## src/rtl/aes_round_sequencer.sv

```systemverilog
// AES round sequencer: arbitrates encrypt/decrypt jobs and walks the round/key schedule.
// Optional macro AES_SEQ_RR_ARB_EN: round-robin tie-break instead of fixed encrypt priority.
module aes_round_sequencer #(
  parameter int unsigned NK = 4,
  parameter int unsigned NR = NK + 6
) (
  input  logic       clk,
  input  logic       reset,
  input  logic       enc_req,
  input  logic       dec_req,
  output logic       enc_ack,
  output logic       dec_ack,
  output logic       mode,
  output logic       load,
  output logic [3:0] round_idx,
  output logic [3:0] key_sel,
  output logic       last_round,
  output logic       done,
  output logic       done_mode,
  output logic       busy,
  output logic [7:0] jobs_done
);

  localparam logic [3:0] NrW = 4'(NR);

  typedef enum logic [2:0] {StIdle, StInit, StRound, StFinal, StDone} state_t;

  state_t     state;
  logic       any_req;
  logic       grant_dec;
  logic       tie_dec;
  logic [3:0] next_r;

`ifdef AES_SEQ_RR_ARB_EN
  logic last_dec;
  // A tie goes to whichever mode was not granted most recently.
  assign tie_dec = ~last_dec;
`else
  assign tie_dec = 1'b0;
`endif

  always_comb begin
    any_req   = enc_req | dec_req;
    grant_dec = dec_req & (~enc_req | tie_dec);
    next_r    = round_idx + 4'd1;
  end

  always_ff @(posedge clk) begin
    if (reset) begin
      state      <= StIdle;
      enc_ack    <= 1'b0;
      dec_ack    <= 1'b0;
      mode       <= 1'b0;
      load       <= 1'b0;
      round_idx  <= 4'd0;
      key_sel    <= 4'd0;
      last_round <= 1'b0;
      done       <= 1'b0;
      done_mode  <= 1'b0;
      busy       <= 1'b0;
      jobs_done  <= 8'd0;
`ifdef AES_SEQ_RR_ARB_EN
      last_dec   <= 1'b1;
`endif
    end else begin
      enc_ack    <= 1'b0;
      dec_ack    <= 1'b0;
      load       <= 1'b0;
      last_round <= 1'b0;
      done       <= 1'b0;
      unique case (state)
        StIdle, StDone: begin
          if (any_req) begin
            state     <= StInit;
            mode      <= grant_dec;
            enc_ack   <= ~grant_dec;
            dec_ack   <= grant_dec;
            load      <= 1'b1;
            round_idx <= 4'd0;
            key_sel   <= grant_dec ? NrW : 4'd0;
            busy      <= 1'b1;
`ifdef AES_SEQ_RR_ARB_EN
            last_dec  <= grant_dec;
`endif
          end else begin
            state <= StIdle;
            busy  <= 1'b0;
          end
        end
        StInit, StRound: begin
          round_idx <= next_r;
          if (next_r == NrW) begin
            state      <= StFinal;
            last_round <= 1'b1;
            key_sel    <= mode ? 4'd0 : NrW;
          end else begin
            state   <= StRound;
            key_sel <= mode ? (NrW - next_r) : next_r;
          end
        end
        StFinal: begin
          state     <= StDone;
          done      <= 1'b1;
          done_mode <= mode;
          jobs_done <= jobs_done + 8'd1;
        end
        default: begin
          state <= StIdle;
          busy  <= 1'b0;
        end
      endcase
    end
  end

endmodule

```

## config.mk

```make
export PLATFORM = sky130hd
export DESIGN_NAME = aes_round_sequencer
export DESIGN_NICKNAME = d
export VERILOG_FILES = /design/src/rtl/aes_round_sequencer.sv
export SDC_FILE = /design/constraint.sdc
export NUM_CORES = 1
export LEC_CHECK = 0
export ABC_CLOCK_PERIOD_IN_PS = 3100
export BUFFER_PORTS_ARGS = -buffer_cell sky130_fd_sc_hd__buf_4
export CORE_ASPECT_RATIO = 0.9
export CORE_MARGIN = 2
export CORE_UTILIZATION = 40
export DETAILED_ROUTE_END_ITERATION = 7
export GPL_TIMING_DRIVEN = 0
export MAX_ROUTING_LAYER = met4
export SLEW_MARGIN = 5
export SYNTH_ARGS = -nofsm -noshare
export SYNTH_HDL_FRONTEND = slang
export SYNTH_SLANG_ARGS = --single-unit
```

## constraint.sdc

```tcl
create_clock -name clk -period 3.1 [get_ports clk]
set_input_delay 0.155 -clock clk [delete_from_list [all_inputs] [get_ports clk]]
set_output_delay 0.155 -clock clk [all_outputs]
set_load 0.02 [all_outputs]
```

* After elaboration in Yosys (flattened, before gate mapping) *
Index checks and enable logic that the tools add are counted.

storage, ports and cells
  input bits = 4
  register bits after elaboration = 27
  logic and storage cells = 53
  output and inout port bits = 24

cells by class
  equal/unequal tests = 6
  reduce and logical (&&, ||, !) cells = 10
  add/sub/neg operators = 3
  bitwise logic cells = 7
  muxes and demuxes = 15

operators by type and width
  operator                                             count
  two-way mux 4 bit                                    6
  case mux 4 bit (2 select lines)                      2
  case mux 3 bit (3 select lines)                      1
  adder 8 x 1 -> 8 bit, second input constant          1
  OR reduction 2 bit                                   4
  equality test 3 x 2 -> 1 bit, second input constant  2
  OR reduction 3 bit                                   2
  two-way mux 1 bit                                    5
  NOT 1 bit                                            5
  adder 4 x 1 -> 4 bit, second input constant          1
  equality test 4 bit, second input constant           1
  AND reduction 2 bit                                  2
  subtractor 4 bit, first input constant               1
  equality test 3 x 1 -> 1 bit, second input constant  1
  equality test 3 bit, second input constant           1
  logical NOT 3 bit                                    1
  != test 2 bit, second input constant                 1
  case mux 1 bit (2 select lines)                      1
  nonzero test 2 bit                                   1
  bitwise AND 1 bit                                    1
  bitwise OR 1 bit                                     1

* Depth between registers and ports, before layout *
Gate-level depths: netlist of run 1.

  depth in word-level cells = 5
  depth in mapped cells = 7
  mapped depth without buffers = 7

* Least setup slack after synthesis of run 1 *
Ideal clock, no wire load.

  path type = reg2reg
  start point = register round_idx[0]
  end point = register key_sel[3]
  library setup time = 0.059 ns
  clock period less this slack = 1.629 ns
  slack = 1.471 ns
  arrival = 1.570 ns
  data required time = 3.041 ns
  cell stages (with the launch flop) = 8
  cell sequence = dfxtp_1 > buf_6 > inv_1 > ha_1 > o311a_1 > mux2i_1 > nand2_1 > nand2_1

between the ends
  cells in the longest elaborated chain, start to end = 5

RTL lines
  what                               line  RTL
  from (decl)                        15    output logic [3:0] round_idx,
  from (signal assigned)             91    round_idx <= next_r;
  adder 4 x 1 -> 4 bit *             45    next_r = round_idx + 4'd1;
  subtractor 4 bit                   98    key_sel <= mode ? (NrW - next_r) : next_r;
  two-way mux 4 bit                  98
  two-way mux 4 bit *                92    if (next_r == NrW) begin
  case mux 4 bit (2 select lines) *  71    unique case (state)
  to (signal assigned)               80    key_sel <= grant_dec ? NrW : 4'd0;
  to (signal assigned)               95    key_sel <= mode ? 4'd0 : NrW;
  to (signal assigned)               98
  to (decl)                          16    output logic [3:0] key_sel,

Every way passes the cells marked *; elsewhere a longest branch is shown, timed or not.
A chain may end at the register's enable or synchronous reset.

* Worst setup path after layout of run 1 *
  start point = register round_idx[1]
  end point = register key_sel[1]

The elaborated chain is that of the path after synthesis.

==> metrics, run 1 <==
Synth top area share=45.9%; status=completed; post-CTS resize count=0; crit end category=flip-flop; post-synthesis instance total=130; reg-to-reg endpoint=key_sel[1]; Net Sw Frac=31.6%; CTS tree=yes; synth top area cells=dfxtp_1 (46%), nor2_1 (7.0%), xor2_1 (5.9%); RR Startpoint=round_idx[1]; vias in the first global route=906; row count=18; Primary FF master, synth=dfxtp_1; most numerous cell in the Yosys netlist=dfxtp_1; All-Layer GR Usage=15.0%; Synth top cells by count=dfxtp_1 (27), nor2_1 (22), nand2_1 (13); Required @ worst endpoint=3370 ps; Initial Util=42.5%; Setup Fix Bufs, Post-CTS=0; Net count, final=170; final wirelength=2250 um; Worst-path clk slew=130 ps; drc violations=0; H-tree depth=1; max cap viols=0; Crit Path Category=flip-flop to flip-flop; Hold WC Path Type=input pin to flip-flop; Worst Hold End=mode; Clk Tree Root Cell=clkbuf_4; setup TNS=0 ps; WHS Path Cells=2; routed len/inst=11.2 um; FF+latch count, synth=27; HPWL Detailed=1690 um; Reg2Reg Depth=6; Layout Cells excl Fill=201; dpl cells=197; Final Setup Violations=0; Final ANT Viol Nets=0; PortBufs=27; crit-path max FO=8; Area Growth Syn to Fin=23.7%; clock sink count=27; Cell Area, Synth=0.00118 mm2; Sequential Power Share=54.3%; # IOs=28; Die W=61.2 um; WP data arrival=1930 ps; Die Area=0.00340 mm2; 1st-pass router iterations=4; DRT iter0 DRCs=27; Fin. Hold Viols=0; initial antenna violation count=0; Max VDD drop=0.343 mV; power density cells=498 mW/mm2; Combinational Power Share=25.8%; via count=985; internal power=0.000497 W; Slew Limit Fails=0; core area=0.00277 mm2; Mapped Avg Cell Area=9.07 um2; Vias/cell=4.90; hold buffer count at CTS=0; layout cells sized above 1=24.2%; Max clock buf depth=2; Post-Syn Nets=138; Lkg Pwr=0.629 nW; worst skew pair latency=310 ps; Yosys top cell by area=dfxtp_1; Hold Crit Start=enc_req; Psw=0.000229 W; sequential area share after synthesis=45.9%; Congestion Overflow GR=0; YS warnings=0; GPL Wtd Cong=0.779; RSZ-0062 raised after global routing=no; Max Clk Rate=0.603 GHz; fin util=52.6%; largest net degree at the start of global routing=15; Post-synth EDFFs=0; fraction of registers with async set/reset=0%; Final period util=53.5%; flop2flop setup slack=1440 ps; first-pass GRT wire length=3900 um; Fin Clk Skew=5.21 ps; CTS Buf Count=3; Die H=55.5 um; startpoint types=flip-flop; Netlist cell types=35; Slew HR=69.1%; Inserted Diodes=0; clock share of power=19.9%; slew at the pin with the worst max-slew slack=463 ps; fin crit period=1660 ps
## layout make-up
class	instances	area (um2)
fill	282	1310
sequential	27	541
multi-input combinational	95	601
inverter	5	18.8
timing repair buffer	27	203
clock buffer	4	26.3
tap	40	50.0
buffer	3	18.8
## power by group through the flow
stage / registers, W / logic, W / clock network, W
final: 0.000395 / 0.000187 / 0.000145
after CTS: 0.000395 / 0.000188 / 0.000155
after floorplan: 0.000424 / 0.000105 / 0
after global placement: 0.000402 / 0.000188 / 0
after global routing: 0.000399 / 0.000208 / 0.000168
after detailed placement: 0.000403 / 0.000188 / 0
## sequential cells by signal, summed over array words and instances, names as in the netlist
signal and flops:
state 3, mode 1, jobs_done 8, enc_ack 1, dec_ack 1, done 1, busy 1, load 1
round_idx 4, done_mode 1, last_round 1, key_sel 4
## layer usage
layer	wire [um]	global-route usage, %
met4	13	1.86
met1	1090	20.5
met2	1010	22.5
met3	139	4.22
met5	0	-
## worst max-delay path by stage
stage | cells after the start | end | startpoint
2_1_floorplan | 7 | key_sel[3] | round_idx[0]
3_3_place_gp | 6 | key_sel[1] | round_idx[1]
3_5_place_dp | 6 | key_sel[1] | round_idx[1]
4_1_cts | 6 | key_sel[1] | round_idx[1]
5_1_grt | 6 | key_sel[1] | round_idx[1]
6_report | 6 | key_sel[1] | round_idx[1]
## critical path, stage by stage (launching register included)
cell     delay (ps)
dfxtp_1         500
ha_1            310
nand2_1         110
o21ai_2         170
a31oi_4         140
a211o_1         320
nand3_1          70
## cells in the final DEF, fill, tap and decap left out
| cell | count |
|---|---|
| dfxtp_1 | 27 |
| buf_4 | 27 |
| nor2_1 | 22 |
| nand2_1 | 13 |
| xor2_1 | 8 |
| nand3_1 | 7 |
| a21oi_1 | 6 |
| inv_1 | 5 |
| ha_1 | 4 |
| clkbuf_1 | 3 |
| o21ai_0 | 3 |
| xnor2_1 | 3 |
| clkbuf_4 | 3 |
| nand3b_1 | 2 |
| or2_2 | 2 |
| nor3_1 | 2 |
| a31oi_1 | 2 |
| a22oi_1 | 2 |
| nand4_1 | 2 |
| buf_6 | 1 |
| and2b_4 | 1 |
| nand2_4 | 1 |
| and2_4 | 1 |
| o21ai_2 | 1 |
| nand4b_1 | 1 |
| a31oi_4 | 1 |
| a21oi_4 | 1 |
| nand2b_1 | 1 |
| a32oi_1 | 1 |
| and3b_1 | 1 |
| a211o_1 | 1 |
| and3_1 | 1 |
| and2_1 | 1 |
| a211oi_1 | 1 |
| o211ai_1 | 1 |
| o311a_1 | 1 |
| mux2i_1 | 1 |
## logic make-up after synthesis
group                      Yosys count  synth area share [%]
and+or+nand+nor                     58                  24.0
muxes                                1                 0.849
xor gates and xnor gates            11                  8.17
buffers and inverters                8                  3.19
adders and majority gates            4                  4.25
AOI/OAI and AO/OA                   21                  13.7
DFF                                 27                  45.9
## through the flow
step	power (W)	setup WS, ps	area (um2)	hold WS, ps
floorplan	0.000529	1470	1180	252
global placement	0.000590	1480	1430	362
detailed placement	0.000590	1470	1430	363
CTS	0.000738	1440	1460	3.49
global route	0.000775	1310	1460	12.2
finish	0.000726	1440	1460	20.9
Note: power is estimated with default switching activity, not from simulation.
==> inputs of run 2 (changes only) <==
Settings changed: ABC_CLOCK_PERIOD_IN_PS 3100 to 1500.
Clock period 3.1 ns to 1.5 ns, I/O delays scaled along.
==> run 2 against run 1 <==
Power rose by 120%. Wire length is 9.7% higher. Global-route usage up 0.63 points. Sequential power grew 110%. Setup slack worse by 1400 ps. Worst hold slack better by 35 ps. Largest power group unchanged. Critical path type unchanged.
==> metrics, run 2 (synthesis results as in run 1) <==
max cap viols=0 (unchanged); Slew Limit Fails=0 (unchanged); row count=18 (unchanged); max incr delay on CP=390 ps (-110 ps); crit path cell chain=buf_6 -> inv_1 -> ha_4 -> o311a_1 -> mux2i_1 -> nand2_1 -> nand2_1; Die Area=0.00340 mm2 (unchanged); hold slack=55.8 ps (+34.9 ps); routed len/inst=12.0 um (+7.0%); CP dominant cell by count=nand2_1; reg-to-reg endpoint=key_sel[3]; DRT iter0 DRCs=11 (-59%); clock sink count=27 (unchanged); Vias/cell=5.04 (+2.9%); CTS Buf Count=3 (unchanged); commonest cells after routing, fill and taps aside=buf_4 (31), dfxtp_1 (25), nor2_1 (20); Fillers=266 (-5.7%); PortBufs=27 (unchanged); WP data arrival=1730 ps (-200 ps); crit end category=flip-flop; Clk Tree Root Cell=clkbuf_4; Inserted Diodes=0 (unchanged); crit-path max FO=6 (-2); max reg flops=8 (unchanged); slew at the pin with the worst max-slew slack=478 ps (+15.0 ps); Hold Crit Start=dec_req; Max VDD drop=0.618 mV (+80%); Lkg Pwr=0.654 nW (+4.1%); H-tree depth=1 (unchanged); DP Area=0.00143 mm2 (+0.18%); largest net degree at the start of global routing=16 (+1); Congestion Overflow GR=0 (unchanged); design area=0.00155 mm2 (+6.6%); layout cells sized above 1=31.3% (+7.1 points); Die W=61.2 um (unchanged); via count=1039 (+5.5%); total power=0.00157 W (+120%); post-place setup slack=-64.5 ps (-1540 ps); # IOs=28 (unchanged); Die H=55.5 um (unchanged); fin crit period=1450 ps (-211 ps); Max Clk Rate=0.690 GHz (+15%); Reg2Reg Depth=7 (+1); Top Registers=jobs_done: 8 flops, key_sel: 4 flops, round_idx: 4 flops; Initial Util=42.5% (unchanged); first-pass GRT wire length=4040 um (+3.5%); Crit Path Category=flip-flop to flip-flop; Final Setup Violations=0 (unchanged); Area Growth Syn to Fin=31.8%; status=completed; Worst Hold End=mode; WHS Path Cells=3 (+1); Worst-path clk slew=150 ps (+20 ps); initial antenna violation count=0 (unchanged); Biggest register=jobs_done; drc violations=0 (unchanged); HPWL Detailed=1750 um (+3.1%); core area=0.00277 mm2 (unchanged); Final ANT Viol Nets=0 (unchanged); most common cell after layout, fill and taps aside=buf_4; Setup WS post-layout=51.7 ps (-1390 ps); Final period util=96.6% (+43 points); crit path from=round_idx[0]; Layout Cells excl Fill=206 (+2.5%); dpl cells=197 (unchanged); cell at the slowest stage of the critical path=dfxtp_4; CTS tree=yes; worst skew pair latency=320 ps (about the same); Hold WC Path Type=input pin to flip-flop; All-Layer GR Usage=15.6% (+0.63 points); RR Startpoint=round_idx[0]; power density cells=1010 mW/mm2 (+100%); startpoint types=flip-flop; Slew HR=68.1% (-1.0 points); Net count, final=175 (+2.9%); Required @ worst endpoint=1790 ps (-1580 ps); Max clock buf depth=2 (unchanged); 1st-pass router iterations=4 (unchanged); final wirelength=2460 um (+9.7%); GPL Wtd Cong=0.800 (+2.6%); Fin Clk Skew=13.7 ps (+8.48 ps); vias in the first global route=903 (-0.33%); Fin. Hold Viols=0 (unchanged); RSZ-0062 raised after global routing=no; flop2flop setup slack=50 ps (-1390 ps)
## run 2: cell count changes in the layout (fill, tap and decap cells not counted), sizes merged
cell / change
dlygate4sd3: +1
buf: +4
clkinv: +1
clkbuf: -1
## run 2: stage by stage
step	util, %	setup TNS [ps]
final	56.1	0
after global routing	56.1	0
after CTS	54.3	-20.0
after detailed placement	51.8	-175
after global placement	51.8	-148
after floorplan	-	-51.7
## run 2: layout make-up
cell class / instances / area (um2) / share of cell area, %
inverter: 5 / 18.8 / 1.21
clock buffer: 3 / 22.5 / 1.45
timing repair buffer: 32 / 243 / 15.6
tap: 40 / 50.0 / 3.22
multi-input combinational: 95 / 648 / 41.7
sequential: 27 / 548 / 35.3
buffer: 3 / 18.8 / 1.21
clock inverter: 1 / 5.00 / 0.322
## run 2: timing repair
action	in CTS	in global routing
setup endpoints to repair	4	6
hold endpoints to repair	2	0
gates resized for setup	6	5
hold buffers	1	0
setup buffers	0	4
pin swaps	1	4
## run 2: critical path: cells and delay by family (launching register included)
kind            cells  cell delay [ps]
flops               1              390
compound gates      1              330
fa+ha+maj           1              220
buf+inv             2              210
mux                 1              140
simple gates        2              120
## run 2: worst max-delay path by stage
stage | slack, ps | to
2_1_floorplan | -30 | key_sel[1]
3_3_place_gp | -60 | key_sel[3]
3_5_place_dp | -60 | key_sel[1]
4_1_cts | -20 | key_sel[1]
5_1_grt | 1 | jobs_done[7]
6_report | 50 | key_sel[3]
## run 2: report_power, final
| group | internal (W) | total, W | switching [W] |
|---|---|---|---|
| Clock | 0.0000999 | 0.000311 | 0.000211 |
| Combinational | 0.000190 | 0.000439 | 0.000249 |
| Sequential | 0.000772 | 0.000824 | 0.0000520 |
## run 2: per-layer routing
metal	share of wire (%)	up-vias	global-route usage, %
met1	48	488	21.4
met4	1.1	0	2.80
met2	46	30	23.1
met3	5.3	4	4.22
met5	0	-	-
li1	-	517	-
